==> config.mk <==
export PLATFORM = sky130hd
export DESIGN_NAME = serial_subtractor
export DESIGN_NICKNAME = d
export VERILOG_FILES = /design/src/rtl/serial_subtractor_pkg.sv /design/src/rtl/serial_subtractor_full_subtractor.sv /design/src/rtl/serial_subtractor.sv
export SDC_FILE = /design/constraint.sdc
export NUM_CORES = 1
export LEC_CHECK = 0
export CAP_MARGIN = 20
export CORE_UTILIZATION = 51
export CTS_CLUSTER_SIZE = 12
export DETAILED_ROUTE_END_ITERATION = 7
export PLACE_DENSITY = 0.88
export SYNTH_ARGS = -nofsm -noshare
export SYNTH_HDL_FRONTEND = slang
export SYNTH_HIERARCHICAL = 1
export SYNTH_SLANG_ARGS = --single-unit
==> constraint.sdc <==
create_clock -name clk -period 1.5 [get_ports clk]
set_input_delay 0.45 -clock clk [delete_from_list [all_inputs] [get_ports clk]]
set_output_delay 0.45 -clock clk [all_outputs]
set_load 0.01 [all_outputs]
==> src/rtl/serial_subtractor_pkg.sv <==
`default_nettype none
// ============================================================================
//  Module   : serial_subtractor_pkg
//  Purpose  : Shared state encodings and sizing helper for the bit-serial
//             subtractor.
//  Revision : 1.0  initial release
// ============================================================================
package serial_subtractor_pkg;

   // Controller states (explicit 2-bit encoding)
   typedef enum logic [1:0] {
      IDLE = 2'd0,
      RUN  = 2'd1,
      DONE = 2'd2
   } state_t;

   // Bit-counter width: enough to count 0..WIDTH-1, never narrower than 1 bit
   function automatic int cnt_width(input int w);
      return (w <= 2) ? 1 : $clog2(w);
   endfunction

endpackage
`default_nettype wire

==> src/rtl/serial_subtractor_full_subtractor.sv <==
`default_nettype none
// ============================================================================
//  Module   : full_subtractor
//  Purpose  : 1-bit full subtractor cell, d = a - b - bin, with borrow out.
//  Revision : 1.0  initial release
// ============================================================================
module full_subtractor (
   input  logic a,
   input  logic b,
   input  logic bin,
   output logic d,
   output logic bout
);

   logic w_axb;

   // Difference bit and borrow out; borrow arises when b exceeds a, or they
   // are equal and a borrow is already pending.
   always_comb begin
      w_axb = a ^ b;
      d     = w_axb ^ bin;
      bout  = (~a & b) | (~w_axb & bin);
   end

endmodule
`default_nettype wire

==> src/rtl/serial_subtractor.sv <==
`default_nettype none
// ============================================================================
//  Module   : serial_subtractor
//  Purpose  : Bit-serial unsigned subtractor, diff = a - b, LSB first, one bit
//             per clock through a single full-subtractor cell.
//             start/busy/done handshake; results held until next start.
//  Revision : 1.0  initial release
// ============================================================================
module serial_subtractor
   import serial_subtractor_pkg::*;
#(
   parameter int WIDTH = 8
) (
   input  logic             clk,
   input  logic             rst_n,
   input  logic             start,
   input  logic [WIDTH-1:0] a,
   input  logic [WIDTH-1:0] b,
   output logic             busy,
   output logic             done,
   output logic [WIDTH-1:0] diff,
   output logic             borrow,
   output logic             zero
);

   localparam int                 c_CNT_W = cnt_width(WIDTH);
   // Exit compare is against WIDTH-1 so a power-of-two WIDTH never needs the
   // counter to reach WIDTH (which would not fit in c_CNT_W bits).
   localparam logic [c_CNT_W-1:0] c_LAST  = c_CNT_W'(WIDTH - 1);

   state_t             r_state;
   logic [WIDTH-1:0]   r_a;
   logic [WIDTH-1:0]   r_b;
   logic               r_bin;
   logic [c_CNT_W-1:0] r_cnt;

   logic               w_d;
   logic               w_bout;
   logic               w_last;
   logic [WIDTH-1:0]   w_diff_next;

   // Single shared subtractor cell working on the current LSBs
   full_subtractor u_fs (
      .a    (r_a[0]),
      .b    (r_b[0]),
      .bin  (r_bin),
      .d    (w_d),
      .bout (w_bout)
   );

   // Next diff value with the new bit entering from the MSB side
   always_comb begin
      w_last      = (r_cnt == c_LAST);
      w_diff_next = {w_d, diff[WIDTH-1:1]};
   end

   // Controller and datapath: capture in IDLE, one bit per edge in RUN,
   // single-cycle done pulse in DONE.
   always_ff @(posedge clk or negedge rst_n) begin
      if (!rst_n) begin
         r_state <= IDLE;
         r_a     <= '0;
         r_b     <= '0;
         r_bin   <= 1'b0;
         r_cnt   <= '0;
         busy    <= 1'b0;
         done    <= 1'b0;
         diff    <= '0;
         borrow  <= 1'b0;
         zero    <= 1'b0;
      end else begin
         case (r_state)
            IDLE: begin
               done <= 1'b0;
               if (start) begin
                  r_a     <= a;
                  r_b     <= b;
                  r_bin   <= 1'b0;
                  r_cnt   <= '0;
                  busy    <= 1'b1;
                  r_state <= RUN;
               end
            end
            RUN: begin
               diff  <= w_diff_next;
               r_a   <= {1'b0, r_a[WIDTH-1:1]};
               r_b   <= {1'b0, r_b[WIDTH-1:1]};
               r_bin <= w_bout;
               r_cnt <= r_cnt + 1'b1;
               if (w_last) begin
                  busy    <= 1'b0;
                  done    <= 1'b1;
                  borrow  <= w_bout;
                  zero    <= (w_diff_next == '0);
                  r_state <= DONE;
               end
            end
            DONE: begin
               done    <= 1'b0;
               r_state <= IDLE;
            end
            default: begin
               busy    <= 1'b0;
               done    <= 1'b0;
               r_state <= IDLE;
            end
         endcase
      end
   end

endmodule
`default_nettype wire

==> results.tsv <==
stage	metric	value	unit
run_status	status	completed	
grt	grt.total_usage	22.0	%
power_and_ir_drop	pwr_density_cell	1820	nW/um^2
worst_setup_path	critPathKind	flip-flop to output port	
sta	finalClockSkew	0.00792	ns
synth	synth-seq-cells	34	
sta	setup_violations	0	
synth	synth_nets	165	
sta	rsz0062_at_grt	yes	
placement	gp_congestion	0.794	
clocking	cts.htree.levels	2	
worst_setup_path	start_kind	flip-flop	
sta	hold_viol	0	
sta	fin_crit	1.47	ns
sta	worstMarginPinSlew	0.402	ns
finish	num_antenna_cells	0	
die	start_util	53.6	%
worst_setup_path	cpPeakStageDelay	0.40	ns
worst_setup_path	crit_buf_inv	1	
grt	grt_pass1_vias	1242	
finish	final_cell_count_no_fill	233	
clocking	cts_hold_buffers	0	
sta	maxSlewHeadroom	73.1	%
worst_setup_path	ff2ff_setup_slack	0.04	ns
clocking	root_buffer	clkbuf_4	
synth	ys_warn_count	6	
clocking	cts_buffers	5	
sta	final_max_slew_viol_count	0	
clocking	cts.sinks	34	
routing	drt_wl_total	3.30	mm
sta	whs	0.480	ns
die	io_pins	31	
die	die_h	58.4	um
worst_setup_path	arrival	1.02	ns
placement	placed_area	1980	um^2
placement	dpl.cell_count	217	
worst_setup_path	reg2reg_to	zero	
finish	n_fill_cell	254	
clocking	path_clk_slew	0.10	ns
synth	yosysSeqAreaShare	52.5	%
finish	area_growth	28.5	%
routing	vias_per_cell	5.36	
worst_setup_path	crit_chain	dlygate4sd2_1	
clocking	cts_tree	yes	
grt	grt_pass1_wl	5.61	mm
routing	drc_errors	0	
power_and_ir_drop	ir_drop	0.000650	V
finish	ff_latch_area	851	um^2
placement	dp_hpwl	2.28	mm
worst_setup_path	r2r_start	r_b[0]	
clocking	clock_path_buffers	2	
finish	final_cell_mix	34 x dfrtp_1, 18 x clkdlybuf4s50_1, 17 x buf_4, 15 x a21oi_1	
finish	drive_gt1_share	20.1	%
finish	multi_input_area	681	um^2
synth	yosys.cell_types.count	27	
grt	antenna_found_initial	0	
routing	first_iter_violations	46	
finish	final_common_cell	dfrtp_1	
worst_setup_path	critPathMaxFanout	3	
grt	overflow	0	
finish	fin_nets	211	
sta	fin_crit_sh	98.0	%
sta	fmax	680	MHz
routing	drtAntennaViolNets	0	
routing	drtPass1Iterations	4	
worst_setup_path	crit_slowest_cell	dfrtp_1	
sta	tns	0	ns
power_and_ir_drop	leakage	0.976	nW
synth	synth_area	1620	um^2
die	die-area	3410	um^2
worst_setup_path	ff2ff_path_depth	5	
clocking	clock_latency	0.33	ns
job	maxCapViolations	0	
grt	grt_max_degree	35	
routing	vias	1249	
worst_setup_path	crit_required	1.05	ns
die	rows	20	
die	core	3030	um^2
worst_setup_path	worstSetupEndpointType	output port	
power_and_ir_drop	total_power	3.80	mW
synth	synth.avg_cell_area	11.3	um^2
die	die_w	58.4	um
finish	finalInstanceArea	2080	um^2
placement	io_buffer_count	30	
synth	synthCells	143	
worst_setup_path	crit_family	flip-flops	
min_path	hold_path_class	primary input to async pin	
routing	wl_per_cell	14.2	um
how the worst max path moves through the flow:
stage | startpoint | endpoint | cells after the start
detailed placement | start | r_b[1] | 5
CTS | diff[4] | diff[4] | 1
finish | diff[7] | diff[7] | 1
global placement | start | r_b[1] | 5
floorplan | r_a[0] | zero | 4
global route | r_b[0] | zero | 5
timing repair:
item,in CTS,in global routing
hold endpoints to repair,0,0
endpoints found under the setup margin,12,4
resized for setup,12,2
pin swaps,0,1
setup buffers,5,4
routing by layer:
metal | part of all wire [%] | GRT usage (%) | vias to the layer above
met3 | 4.0 | 3.96 | 4
met4 | 1.2 | 8.16 | 0
met1 | 42 | 26.3 | 611
li1 | - | - | 597
met5 | 0 | 0 | -
met2 | 52 | 39.6 | 37
sequential cells by signal, summed over array words and instances, names as in the netlist:
name	cells
borrow	1
busy	1
diff	8
done	1
r_a	8
r_b	8
r_bin	1
r_cnt	3
r_state	2
zero	1
through the flow:
stage	setup WS (ns)	utilization, %
floorplan	0.156	-
global placement	-0.169	65.4
detailed placement	-0.194	65.4
CTS	0.00602	67.6
global route	-0.0157	68.8
finish	0.0299	68.8
cell type report:
class	count	share of cell area, %
clock buffer	7	2.16
inverter	5	0.900
multi-input combinational	95	32.7
sequential	34	40.8
tap	44	2.64
timing repair buffer	48	20.8
kinds of logic after synthesis:
| family | after synthesis | synth area share, % |
|---|---|---|
| DFF | 34 | 52.5 |
| buffers and inverters | 14 | 5.94 |
| adders and majority gates | 3 | 2.78 |
| and+or+nand+nor | 31 | 12.0 |
| AOI/OAI and AO/OA | 51 | 19.0 |
| muxes | 10 | 7.87 |
synthesized netlist by cell type (all sizes together):
cell type	n	area share (%)
dfrtp	34	52
o21ai	18	5.6
a21oi	15	4.6
a22oi	13	6.0
mux2	10	7.9
and2b	8	3.9
buf	8	4.6
nand2	8	1.9
nor2b	8	3.5
inv	5	1.2
a22o	3	1.6
nor2	3	0.69
ha	2	1.5
nor4	2	0.77
and3b	1	0.54
clkbuf	1	0.23
fa	1	1.2
nand3b	1	0.69
o21a	1	0.46
o21bai	1	0.69
power breakdown:
part           internal [mW]  switching (mW)  leakage [nW]
Clock                  0.177           0.289        0.0254
Sequential              1.30           0.242         0.428
Combinational          0.982           0.805         0.523
Power figures use the tool's default switching activity.
==> RTL change, RTL diff (same flow settings) <==
Re-encode `state_t` (3 states) as one-hot, 3 bits wide.
--- a/src/rtl/serial_subtractor_pkg.sv
+++ b/src/rtl/serial_subtractor_pkg.sv
@@ -8,10 +8,10 @@
 package serial_subtractor_pkg;
 
    // Controller states (explicit 2-bit encoding)
-   typedef enum logic [1:0] {
-      IDLE = 2'd0,
-      RUN  = 2'd1,
-      DONE = 2'd2
+   typedef enum logic [2:0] {
+      IDLE = 3'b001,
+      RUN  = 3'b010,
+      DONE = 3'b100
    } state_t;
 
    // Bit-counter width: enough to count 0..WIDTH-1, never narrower than 1 bit
Formal check against the unedited RTL: no difference found for any inputs over 10 cycles, from zero or initial values and one cycle with rst_n low; not proved beyond that.
==> RTL change against the unedited design <==
The flow now finishes with violations (DRC). Power rose by 0.97%. First-iteration DRC count fell by 22%. Utilization rose by 5.1 points. Setup slack improved by 0.0022 ns. Routed wire length fell by 0.33%. Synthesized area fell by 4.2%. Cell area rose by 0.30%. Sequential cell count rose by 1. Final cell count fell by 3.4%. Largest cell class unchanged.
==> RTL change: results (changes against the unedited design) <==
Via density: 5.64 (+5.2%)
failing checks: DRC
fraction of power spent switching nets: 0.354 (+0.00249)
share of layout cells above drive strength 1: 0.237 (+0.0361)
distinct cell type count after synthesis: 29 (+7.4%)
GRT Util Overall: 0.221 (+0.00129)
vias in the first global route: 1252 (+0.81%)
Seq. pwr: 1550 uW
Largest regs: diff: 8 flops, r_a: 8 flops, r_b: 8 flops
RD Place Congestion: 0.736 (-7.3%)
first-pass detailed-route iteration total: 6 (+2)
largest cells by area after synthesis: dfrtp_1 55%, o22ai_2 6.4%, nand2_1 6.0%
skew final: 0.0140 ns (+0.00603 ns)
Remaining DRCs: 2 (+2)
Initial DRC Count: 36 (-22%)
LEAKAGE: 0.000978 uW (+0.14%)
pre-CTS setup slack: -0.197 ns (-0.00384 ns)
sequential share of the synthesized area: 0.565 (+0.0402)
Worst VDD drop: 1.09 mV (+68%)
Placed Cells incl. Taps: 205 (-5.5%)
first-pass GRT wire length: 5530 um (-1.4%)
Worst-path clk slew: 0.11 ns
worst-path maximum fanout: 2 (-1)
Layout Cells excl Fill: 225 (-3.4%)
P_clk: 677 uW (+45%)
DPL Wire Length: 2220 um (-2.4%)
async set-reset flop share out of synthesis: 1.00 (unchanged)
Routed WL: 3290 um (-0.33%)
dpl cell area: 0.00191 mm^2 (-3.4%)
status: finished, violations left
Worst-Margin Slew: 0.297 ns (-0.106 ns)
Syn Nets: 166 (+0.61%)
comb pwr: 1610 uW (-10%)
top cells by count, synth: 34 x dfrtp_1, 25 x nand2_1, 16 x nor2_1
[RTL change: cell types whose count changed in the layout (fill, tap and decap cells not counted), moves of 8 or more]
cell | before | now
nor2_1 | 3 | 16
o21ai_0 | 13 | 3
o22ai_2 | 0 | 8
a22oi_1 | 13 | 0
a21oi_1 | 15 | 0
nand2_1 | 8 | 25
nor3_1 | 0 | 14
[RTL change: final cells by class]
cell class,count,area [um^2]
clock buffers,5,37.5
multi-input cells,95,601
flip-flops and latches,35,878
inverters,4,15.0
well taps,31,38.8
repair buffers,52,477
clock inverters,3,43.8
fillers,176,738
[RTL change: path summary, 6_finish.rpt]
check | from | to | slack [ns]
setup / recovery | diff[2] | diff[2] | 0.03
hold / removal | rst_n | r_b[7] | 0.44
setup reg to reg | r_b[0] | zero | 0.07
hold reg to reg | diff[0] | diff[0] | 0.48
max in group asynchronous | rst_n | r_state[2] | 0.80
min in group clk | diff[0] | diff[0] | 0.48
[RTL change: per-layer routing]
| metal | vias up | global-route usage | share of wire |
|---|---|---|---|
| met1 | 631 | 0.294 | 0.45 |
| met2 | 34 | 0.370 | 0.50 |
| met4 | 0 | 0.0523 | 0.0097 |
| met5 | - | 0 | 0 |
| met3 | 5 | 0.0544 | 0.036 |
| li1 | 599 | - | - |
[RTL change: logic make-up after synthesis]
kind of cell	after synthesis	share of synthesized area
AO/OA/AOI/OAI	24	0.135
adder cells (fa/ha/maj)	3	0.0290
buffers and inverters	14	0.0556
flip-flops	35	0.565
multiplexers	2	0.0145
AND/OR/NAND/NOR	66	0.201
[RTL change: timing repair]
item                                    CTS  global route
cloned                                    0             0
endpoints found under the setup margin   12            16
gates resized for setup                  12            11
hold buffers                              0             0
setup buffers                             8             4
